`src/rtl/load_store_unit.sv`:
```
// Load/store unit: turns one byte-addressed load/store request into one or two
// word-addressed memory accesses with little-endian byte lanes, then merges
// and extends load data and reports completion on a one-cycle strobe.
module load_store_unit #(
    parameter int ADDR_WIDTH = 32,
    parameter int DATA_WIDTH = 32,
    parameter int MEM_WORDS  = 64
) (
    input  logic                  clk,
    input  logic                  rst_n,
    input  logic                  req_valid,
    output logic                  req_ready,
    input  logic                  req_we,
    input  logic [2:0]            req_funct3,
    input  logic [ADDR_WIDTH-1:0] req_addr,
    input  logic [DATA_WIDTH-1:0] req_wdata,
    output logic [ADDR_WIDTH-3:0] mem_addr,
    output logic                  mem_we,
    output logic [3:0]            mem_be,
    output logic [DATA_WIDTH-1:0] mem_wdata,
    input  logic [DATA_WIDTH-1:0] mem_rdata,
    output logic                  rsp_valid,
    output logic [DATA_WIDTH-1:0] rsp_data,
    output logic                  rsp_err
);

    localparam int WA = ADDR_WIDTH - 2;

    typedef enum logic [1:0] {IDLE, ACC1, ACC2, RESP} state_t;

    state_t                r_state;
    logic                  r_we;
    logic [2:0]            r_funct3;
    logic [ADDR_WIDTH-1:0] r_addr;
    logic [DATA_WIDTH-1:0] r_wdata;
    logic [DATA_WIDTH-1:0] r_lo;
    logic                  r_reqReady;
    logic [WA-1:0]         r_memAddr;
    logic                  r_memWe;
    logic [3:0]            r_memBe;
    logic [DATA_WIDTH-1:0] r_memWdata;
    logic                  r_rspValid;
    logic [DATA_WIDTH-1:0] r_rspData;
    logic                  r_rspErr;

    logic [3:0]            w_reqBe;
    logic [7:0]            w_curMask;
    logic                  w_split;
    logic                  w_reqIllegal;
    logic [WA-1:0]         w_word2;
    logic [5:0]            w_hiShift;
    logic [DATA_WIDTH-1:0] w_lo;
    logic [DATA_WIDTH-1:0] w_hi;
    logic [DATA_WIDTH-1:0] w_aligned;
    logic [DATA_WIDTH-1:0] w_loadData;

    // Byte-lane mask of an access spanning two words: low nibble is the first
    // word, high nibble the second word.
    function automatic logic [7:0] laneMask(input logic [1:0] sz, input logic [1:0] o);
        logic [7:0] m;
        case (sz)
            2'b00:   m = 8'h01;
            2'b01:   m = 8'h03;
            default: m = 8'h0F;
        endcase
        return m << o;
    endfunction

    function automatic logic isIllegal(input logic we, input logic [2:0] f3);
        if (we) return f3 > 3'b010;
        return (f3 == 3'b011) || (f3 == 3'b110) || (f3 == 3'b111);
    endfunction

    assign w_reqBe      = 4'(laneMask(req_funct3[1:0], req_addr[1:0]));
    assign w_curMask    = laneMask(r_funct3[1:0], r_addr[1:0]);
    assign w_split      = |w_curMask[7:4];
    assign w_reqIllegal = isIllegal(req_we, req_funct3);
    assign w_word2      = (r_addr[ADDR_WIDTH-1:2] + WA'(1)) % WA'(MEM_WORDS);
    assign w_hiShift    = 6'd32 - {1'b0, r_addr[1:0], 3'b000};

    // The last access of a load is merged straight from mem_rdata, so the
    // high word never needs its own buffer.
    assign w_lo      = (r_state == ACC1) ? mem_rdata : r_lo;
    assign w_hi      = (r_state == ACC2) ? mem_rdata : '0;
    assign w_aligned = DATA_WIDTH'({w_hi, w_lo} >> {r_addr[1:0], 3'b000});

    // Sign- or zero-extend the aligned load data according to funct3.
    always_comb begin
        w_loadData = '0;
        case (r_funct3)
            3'b000:  w_loadData = {{24{w_aligned[7]}}, w_aligned[7:0]};
            3'b001:  w_loadData = {{16{w_aligned[15]}}, w_aligned[15:0]};
            3'b010:  w_loadData = w_aligned;
            3'b100:  w_loadData = {24'h0, w_aligned[7:0]};
            3'b101:  w_loadData = {16'h0, w_aligned[15:0]};
            default: w_loadData = '0;
        endcase
    end

    // Control FSM; every output is registered and set up on the edge that
    // enters the state it belongs to.
    always_ff @(posedge clk or negedge rst_n) begin
        if (!rst_n) begin
            r_state    <= IDLE;
            r_we       <= 1'b0;
            r_funct3   <= '0;
            r_addr     <= '0;
            r_wdata    <= '0;
            r_lo       <= '0;
            r_reqReady <= 1'b1;
            r_memAddr  <= '0;
            r_memWe    <= 1'b0;
            r_memBe    <= '0;
            r_memWdata <= '0;
            r_rspValid <= 1'b0;
            r_rspData  <= '0;
            r_rspErr   <= 1'b0;
        end else begin
            r_rspValid <= 1'b0;
            case (r_state)
                IDLE: begin
                    if (req_valid) begin
                        r_we       <= req_we;
                        r_funct3   <= req_funct3;
                        r_addr     <= req_addr;
                        r_wdata    <= req_wdata;
                        r_reqReady <= 1'b0;
                        if (w_reqIllegal) begin
                            r_state    <= RESP;
                            r_rspValid <= 1'b1;
                            r_rspErr   <= 1'b1;
                            r_rspData  <= '0;
                        end else begin
                            r_state    <= ACC1;
                            r_memAddr  <= req_addr[ADDR_WIDTH-1:2];
                            r_memWe    <= req_we;
                            r_memBe    <= w_reqBe;
                            r_memWdata <= req_wdata << {req_addr[1:0], 3'b000};
                        end
                    end
                end
                ACC1: begin
                    if (!r_we) r_lo <= mem_rdata;
                    if (w_split) begin
                        r_state    <= ACC2;
                        r_memAddr  <= w_word2;
                        r_memBe    <= w_curMask[7:4];
                        r_memWdata <= r_wdata >> w_hiShift;
                    end else begin
                        r_state    <= RESP;
                        r_memAddr  <= '0;
                        r_memWe    <= 1'b0;
                        r_memBe    <= '0;
                        r_memWdata <= '0;
                        r_rspValid <= 1'b1;
                        r_rspErr   <= 1'b0;
                        r_rspData  <= r_we ? '0 : w_loadData;
                    end
                end
                ACC2: begin
                    r_state    <= RESP;
                    r_memAddr  <= '0;
                    r_memWe    <= 1'b0;
                    r_memBe    <= '0;
                    r_memWdata <= '0;
                    r_rspValid <= 1'b1;
                    r_rspErr   <= 1'b0;
                    r_rspData  <= r_we ? '0 : w_loadData;
                end
                default: begin
                    r_state    <= IDLE;
                    r_reqReady <= 1'b1;
                end
            endcase
        end
    end

    assign req_ready = r_reqReady;
    assign mem_addr  = r_memAddr;
    assign mem_we    = r_memWe;
    assign mem_be    = r_memBe;
    assign mem_wdata = r_memWdata;
    assign rsp_valid = r_rspValid;
    assign rsp_data  = r_rspData;
    assign rsp_err   = r_rspErr;

endmodule
```
`config.mk`:
```
export PLATFORM = sky130hd
export DESIGN_NAME = load_store_unit
export DESIGN_NICKNAME = d
export VERILOG_FILES = /design/src/rtl/load_store_unit.sv
export SDC_FILE = /design/constraint.sdc
export NUM_CORES = 1
export LEC_CHECK = 0
export CORE_ASPECT_RATIO = 0.5
export CORE_MARGIN = 2
export CORE_UTILIZATION = 33
export DETAILED_ROUTE_END_ITERATION = 7
export DONT_BUFFER_PORTS = 1
export PLACE_DENSITY = 0.6
export SLEW_MARGIN = 20
export SYNTH_ARGS = -nofsm -noshare
export SYNTH_HDL_FRONTEND = slang
export SYNTH_SLANG_ARGS = --single-unit
```
`constraint.sdc`:
```
create_clock -name clk -period 3.1 [get_ports clk]
set_clock_uncertainty 0.1 [all_clocks]
set_input_delay 0.31 -clock clk [delete_from_list [all_inputs] [get_ports clk]]
set_output_delay 0.31 -clock clk [all_outputs]
set_load 0.02 [all_outputs]
```
== Word-level counts from Yosys, hierarchy flattened ==
Cells that the tools add are included.
W data, S select, Z words.

* Register bits after elaboration: 180
* Bits in latches: 0
* Bits in writable memories: 0
* ROM bits: 0
* Input port bits: 103
* Output and inout port bits: 102
* Word-level logic and storage cells: 96
* Memories kept: 0

* Add/sub/neg operators: 2
* Multiply operators: 0
* Div/mod/pow operators: 0
* $lt $le $gt $ge: 1
* Equal/unequal tests: 15
* Shift-type cells: 5
* Mux-type cells: 42
* Bitwise logic cells: 2
* Reductions and logical operators: 15

{| class="wikitable"
|+ Operators by type and width
! kind !! number
|-
| $mux W32 || 9
|-
| $pmux W32 S3 || 2
|-
| $pmux W32 S5 || 1
|-
| $pmux W30 S3 || 1
|-
| $shr A64 B5 Y32 || 1
|-
| $mux W30 || 2
|-
| $shl A32 B5 Y32 || 1
|-
| $shr A32 B6 Y32 || 1
|-
| $pmux W4 S2 || 2
|-
| $mux W1 || 13
|-
| $eq A3 B3 Y1 const B || 4
|-
| $mux W4 || 3
|-
| $pmux W4 S3 || 1
|-
| $pmux W1 S3 || 3
|-
| $ne A2 B2 Y1 const B || 4
|-
| $reduce_and A4 Y1 || 2
|-
| $shl A4 B2 Y8 || 1
|-
| $add A6 B1 Y6 const B || 1
|-
| $eq A2 B1 Y1 const B || 3
|-
| $eq A3 B2 Y1 const B || 2
|-
| $logic_not A2 Y1 || 3
|-
| $mux W6 || 1
|-
| $pmux W2 S3 || 1
|-
| $reduce_and A2 Y1 || 3
|-
| 14 further kinds || 17
|}

== Logic depth before layout (Yosys ltp) ==
* Depth after elaboration: 7
* Mapped depth: 12
* Mapped depth without buffers: 7

== Least setup slack after synthesis ==
No wires, ideal clock.

* Path type: reg2reg
* Start: register r_addr[0]
* End: register r_memWdata[17] (netlist: mem_wdata[17])
* Setup time: 78 ps
* Arrival time: 2,835 ps
* Required time: 2,922 ps
* Slack: 87 ps
* Stages on the path, launching flop included: 10
* Path buffers: 4
* Clock period less this slack: 3,013 ps
* Cell sequence: dfrtp_1 > clkbuf_1 > inv_2 > buf_1 > clkbuf_1 > ha_1 > clkbuf_1 > nor4_1 > a22oi_1 > a21oi_1

* Longest elaborated chain between the ends: 4
* Elaborated cells between the ends (all ways): 6
* Classes of those cells: 1 x add/sub; 2 x shift; 2 x mux; 1 x reduce/logical

{| class="wikitable"
|+ Ends and longest elaborated chain
! element !! RTL line !! RTL
|-
| start, declared || 34 || <nowiki>logic [ADDR_WIDTH-1:0] r_addr;</nowiki>
|-
| start signal, assigned || 125 || <nowiki>r_addr <= req_addr;</nowiki>
|-
| $sub A6 B5 Y6 or $shl A4 B2 Y8 (tied branches) || 79, 66 ||
|-
| $shr A32 B6 Y32 or $reduce_or A4 Y1 (tied branches) || 148, 76 ||
|-
| $mux W32 * || 144 || <nowiki>if (w_split) begin</nowiki>
|-
| $pmux W32 S3 * || 120 || <nowiki>case (r_state)</nowiki>
|-
| end signal, assigned || 138 || <nowiki>r_memWdata <= req_wdata << {req_addr[1:0], 3'b000};</nowiki>
|-
| end signal, assigned || 148 || <nowiki>r_memWdata <= r_wdata >> w_hiShift;</nowiki>
|-
| end, declared || 41 || <nowiki>logic [DATA_WIDTH-1:0] r_memWdata;</nowiki>
|}

Every way passes the cells marked *; elsewhere a longest branch is shown, timed or not.
A chain may end at the register's enable or synchronous reset.

== Final worst setup path ==
* Start: register r_state[1]
* End: register r_rspData[29] (netlist: rsp_data[29])

* Longest elaborated chain between the ends: 7
* Elaborated cells between the ends (all ways): 15
* Classes of those cells: 5 x eq/ne; 1 x shift; 6 x mux; 3 x reduce/logical

{| class="wikitable"
|+ Ends and longest elaborated chain
! element !! RTL line !! RTL
|-
| start, declared || 31 || <nowiki>state_t r_state;</nowiki>
|-
| start signal, assigned || 104 || <nowiki>r_state <= IDLE;</nowiki>
|-
| start signal, assigned || 129 || <nowiki>r_state <= RESP;</nowiki>
|-
| start signal, assigned || 134 || <nowiki>r_state <= ACC1;</nowiki>
|-
| $eq A2 B1 Y1 or $eq A2 B2 Y1 (tied branches) || 83, 120, 84 ||
|-
| $mux W32 (on tied branches) || 83, 84 ||
|-
| $shr A64 B5 Y32 || 85 || <nowiki>assign w_aligned = DATA_WIDTH'({w_hi, w_lo} >> {r_addr[1:0], 3'b000});</nowiki>
|-
| $pmux W32 S5 || 90 || <nowiki>case (r_funct3)</nowiki>
|-
| $mux W32 || 157, 168 ||
|-
| $mux W32 || 144 ||
|-
| $pmux W32 S3 || 120 ||
|-
| end signal, assigned || 157 || <nowiki>r_rspData <= r_we ? '0 : w_loadData;</nowiki>
|-
| end signal, assigned || 168 || <nowiki>r_rspData <= r_we ? '0 : w_loadData;</nowiki>
|-
| end, declared || 43 || <nowiki>logic [DATA_WIDTH-1:0] r_rspData;</nowiki>
|}

Parallel ways exist; a longest one is shown, timed or not. The select of a mux whose other input is x is not followed.

==> results.txt <==
Top delay family on crit path -> compound AO/OA/AOI/OAI gates
top post-synthesis cells by area -> dfrtp_1 (48%), mux2_2 (11%), mux2i_1 (8.7%)
DIE WIDTH -> 242.3 um
area delta synth->final -> 21.08%
top cell type's share of synthesized area -> 47.82%
Worst setup EP type -> flip-flop
Critical Path Fanout Max -> 16
# IOs -> 205
die area -> 0.02983 mm^2
Cell Chain, Critical Path -> inv_1 > ha_2 > mux2i_1 > mux4_2 > nor4_4 > o21ba_1 > a221o_1
most area-hungry cell type in the Yosys netlist -> dfrtp_1
clock latency on the worst-skew pair -> 450 ps
sequential power share -> 37.7%
power per cell area -> 1179 mW/mm^2
CP Class -> flip-flop to flip-flop
IO buf count -> 0
Arrival @ worst endpoint -> 2960 ps
worst endpoint required time -> 3380 ps
Async SR Flop Fraction -> 100.0%
gr ovfl total -> 0
# nets final -> 1112
number of post-CTS setup repair buffers -> 0
failing checks -> hold timing
Clock Power Share -> 16.4%
RePlAce Congestion -> 0.8609
WHS -> -541.5 ps
Reg clk slew, reported paths -> 70 ps
worst-case reg-to-reg path depth -> 7
most common cell in the netlist -> dfrtp_1
Cells after Synth -> 931
Synth Flop Type -> dfrtp_1
Peak VDD IR -> 0.6877 mV
detailed placer's ending HPWL -> 19.50 mm
antenna-violating nets left -> 0
WL final -> 29.93 mm
worst min-delay path category -> primary input to async pin
Comb pwr share -> 45.9%
DR vias/cell -> 5.528
FMAX -> 373.0 MHz
Max stage delay on crit path -> 570 ps
worst path bufs/invs -> 1
final setup violation count -> 0
setup TNS -> 0 ps
H-tree depth -> 4
CTS tree -> done
first-pass iteration count of the detailed router -> 5
share of cells above drive strength 1 -> 15.68%
total track usage -> 20.13%
post-route minimum period -> 2681 ps
Psw -> 6182 uW
fillers -> 2690
clock sink count -> 180
Slew Limit Fails -> 0
switching share of power -> 46.21%
CORE AREA -> 0.02782 mm^2
number of global-route vias before repair -> 7882
most frequent cells after synthesis -> dfrtp_1 (179), nand2_1 (149), o21ai_0 (100), mux2_2 (91), mux2i_1 (81)
synthesized cell area -> 0.009368 mm^2
Bufs on Longest Clock Path -> 2
RSZ-0062 raised after global routing -> no
R2R Path End -> rsp_data[29]$_DFFE_PN0P_
Post-CTS Hold Buffers -> 101
Initial Util -> 33.68%
final worst path period share -> 86.48%
Syn Nets -> 1040
Pint -> 7196 uW
post-synth cell types -> 49
relative slew slack -> 31.89%
Residual DRC -> 0
pin count of the biggest net entering global routing -> 181
Post-synth EDFFs -> 0
initial antenna violation count -> 1
Least-Margin Pin Slew -> 1022 ps
outcome -> complete, but fails checks
FF+latch count, synth -> 180
Iteration-0 DRC Markers -> 659
Hold Fails Final Rpt -> 180
CP max stage cell -> o21ba_1
Core Rows -> 43
routed wire length per instance -> 21.43 um
global-route wire length before repair -> 45.82 mm
R2R setup slack -> 420 ps
Die H -> 123.1 um
CTS Buf Count -> 17
Worst setup SP type -> flip-flop
Avg Synthesized Cell Area -> 10.06 um^2
vias -> 7723
final setup margin -> 419.1 ps
Setup WS pre-CTS -> 465.7 ps
P_leak -> 0.004779 uW
root buf cell -> clkbuf_16
post-CTS resize count -> 0
worst r2r src -> r_state[1]$_DFFE_PN0N_
Seq/Total Area, Yosys -> 48.10%
yosys synthesis warning count -> 0
maxcap violations -> 0
==> registers in the layout (all words and copies together) (netlist names), 2 cells and up <==
name	count
r_lo	32
mem_addr	30
r_state	2
r_wdata	32
mem_wdata	32
mem_be	4
r_addr	8
r_funct3	3
rsp_data	32
==> layout make-up <==
type	instances	area, um^2	share of cell area (%)
diodes	1	2.502	0.02206
clock buffers	22	474.2	4.181
clock inverters	8	101.3	0.8935
inverters	10	37.54	0.3309
multi-input cells	670	4558	40.19
flip-flops and latches	180	4507	39.74
well taps	382	478.0	4.214
repair buffers	124	1184	10.44
==> power by group through the flow <==
stage          Clock (uW)  Sequential, uW  Combinational (uW)
6_report             2190            5040                6140
5_1_grt              2340            5170                6780
4_1_cts              2250            5040                6130
3_5_place_dp            0            5080                6000
3_3_place_gp            0            5050                5850
2_1_floorplan           0            4700                4620
==> worst register-to-register path: cells and delay by family, from the launching register on <==
kind / cells / cell delay (ps)
AOI/OAI and AO/OA: 2 / 780
adders and majority gates: 1 / 330
buffers and inverters: 1 / 90
DFF: 1 / 420
muxes: 2 / 710
and+or+nand+nor: 1 / 170
==> cells in the final DEF (no fill, tap or decap), drive strengths merged, types with 3 or more instances in the layout <==
| cell | Yosys | final |
|---|---|---|
| a211oi | 17 | 17 |
| a21oi | 42 | 42 |
| a221o | 16 | 16 |
| a221oi | 13 | 13 |
| a22oi | 15 | 15 |
| a31oi | 15 | 15 |
| buf | 22 | 23 |
| clkbuf | 49 | 22 |
| clkinv | 2 | 4 |
| clkinvlp | 0 | 3 |
| dfrtp | 179 | 179 |
| dlygate4sd3 | 0 | 101 |
| ha | 6 | 6 |
| inv | 8 | 9 |
| mux2 | 91 | 91 |
| mux2i | 81 | 81 |
| nand2 | 149 | 149 |
| nand3 | 5 | 5 |
| nor2 | 60 | 60 |
| nor2b | 13 | 13 |
| nor3 | 5 | 5 |
| nor4 | 4 | 4 |
| o21ai | 101 | 101 |
| o22ai | 10 | 10 |
| o2bb2ai | 7 | 7 |
| xnor2 | 3 | 3 |
==> metal layers <==
layer	track usage (%)	part of all wire, %	vias to the layer above
li1	-	-	3482
met1	23.85	40	3885
met2	34.55	50	284
met3	5.578	7.0	72
met4	9.298	3.3	0
met5	0	0	-
==> through the flow <==
stage | cells | hold WS [ps] | power [uW] | area (um^2) | utilization (%)
floorplan | 931 | -85.59 | 9321 | 9368 | -
global placement | 1265 | -82.13 | 10900 | 9753 | 35.06
detailed placement | 1265 | -82.63 | 11090 | 9753 | 35.06
CTS | 1396 | -566.9 | 13420 | 11340 | 40.77
global route | 1397 | -566.8 | 14290 | 11340 | 40.78
finish | 1397 | -541.5 | 13380 | 11340 | 40.78
==> kinds of logic after synthesis <==
logic type	after synthesis	synth area share, %
fa+ha+maj	6	0.8014
simple gates	241	10.75
buf+inv	81	3.580
flops	180	48.10
mux	174	20.07
xor+xnor	4	0.3740
compound gates	245	16.32
==> how the worst max path moves through the flow <==
| stage | cells past startpoint | from | to |
|---|---|---|---|
| 2_1_floorplan | 9 | r_addr[0]$_DFFE_PN0P_ | mem_wdata[17]$_DFFE_PN0P_ |
| 3_3_place_gp | 7 | r_state[1]$_DFFE_PN0N_ | rsp_data[19]$_DFFE_PN0P_ |
| 3_5_place_dp | 7 | r_state[1]$_DFFE_PN0N_ | rsp_data[29]$_DFFE_PN0P_ |
| 4_1_cts | 7 | r_state[1]$_DFFE_PN0N_ | rsp_data[29]$_DFFE_PN0P_ |
| 5_1_grt | 7 | r_state[1]$_DFFE_PN0N_ | rsp_data[29]$_DFFE_PN0P_ |
| 6_report | 7 | r_state[1]$_DFFE_PN0N_ | rsp_data[29]$_DFFE_PN0P_ |
No activity file was read; power rests on OpenSTA's default activity.
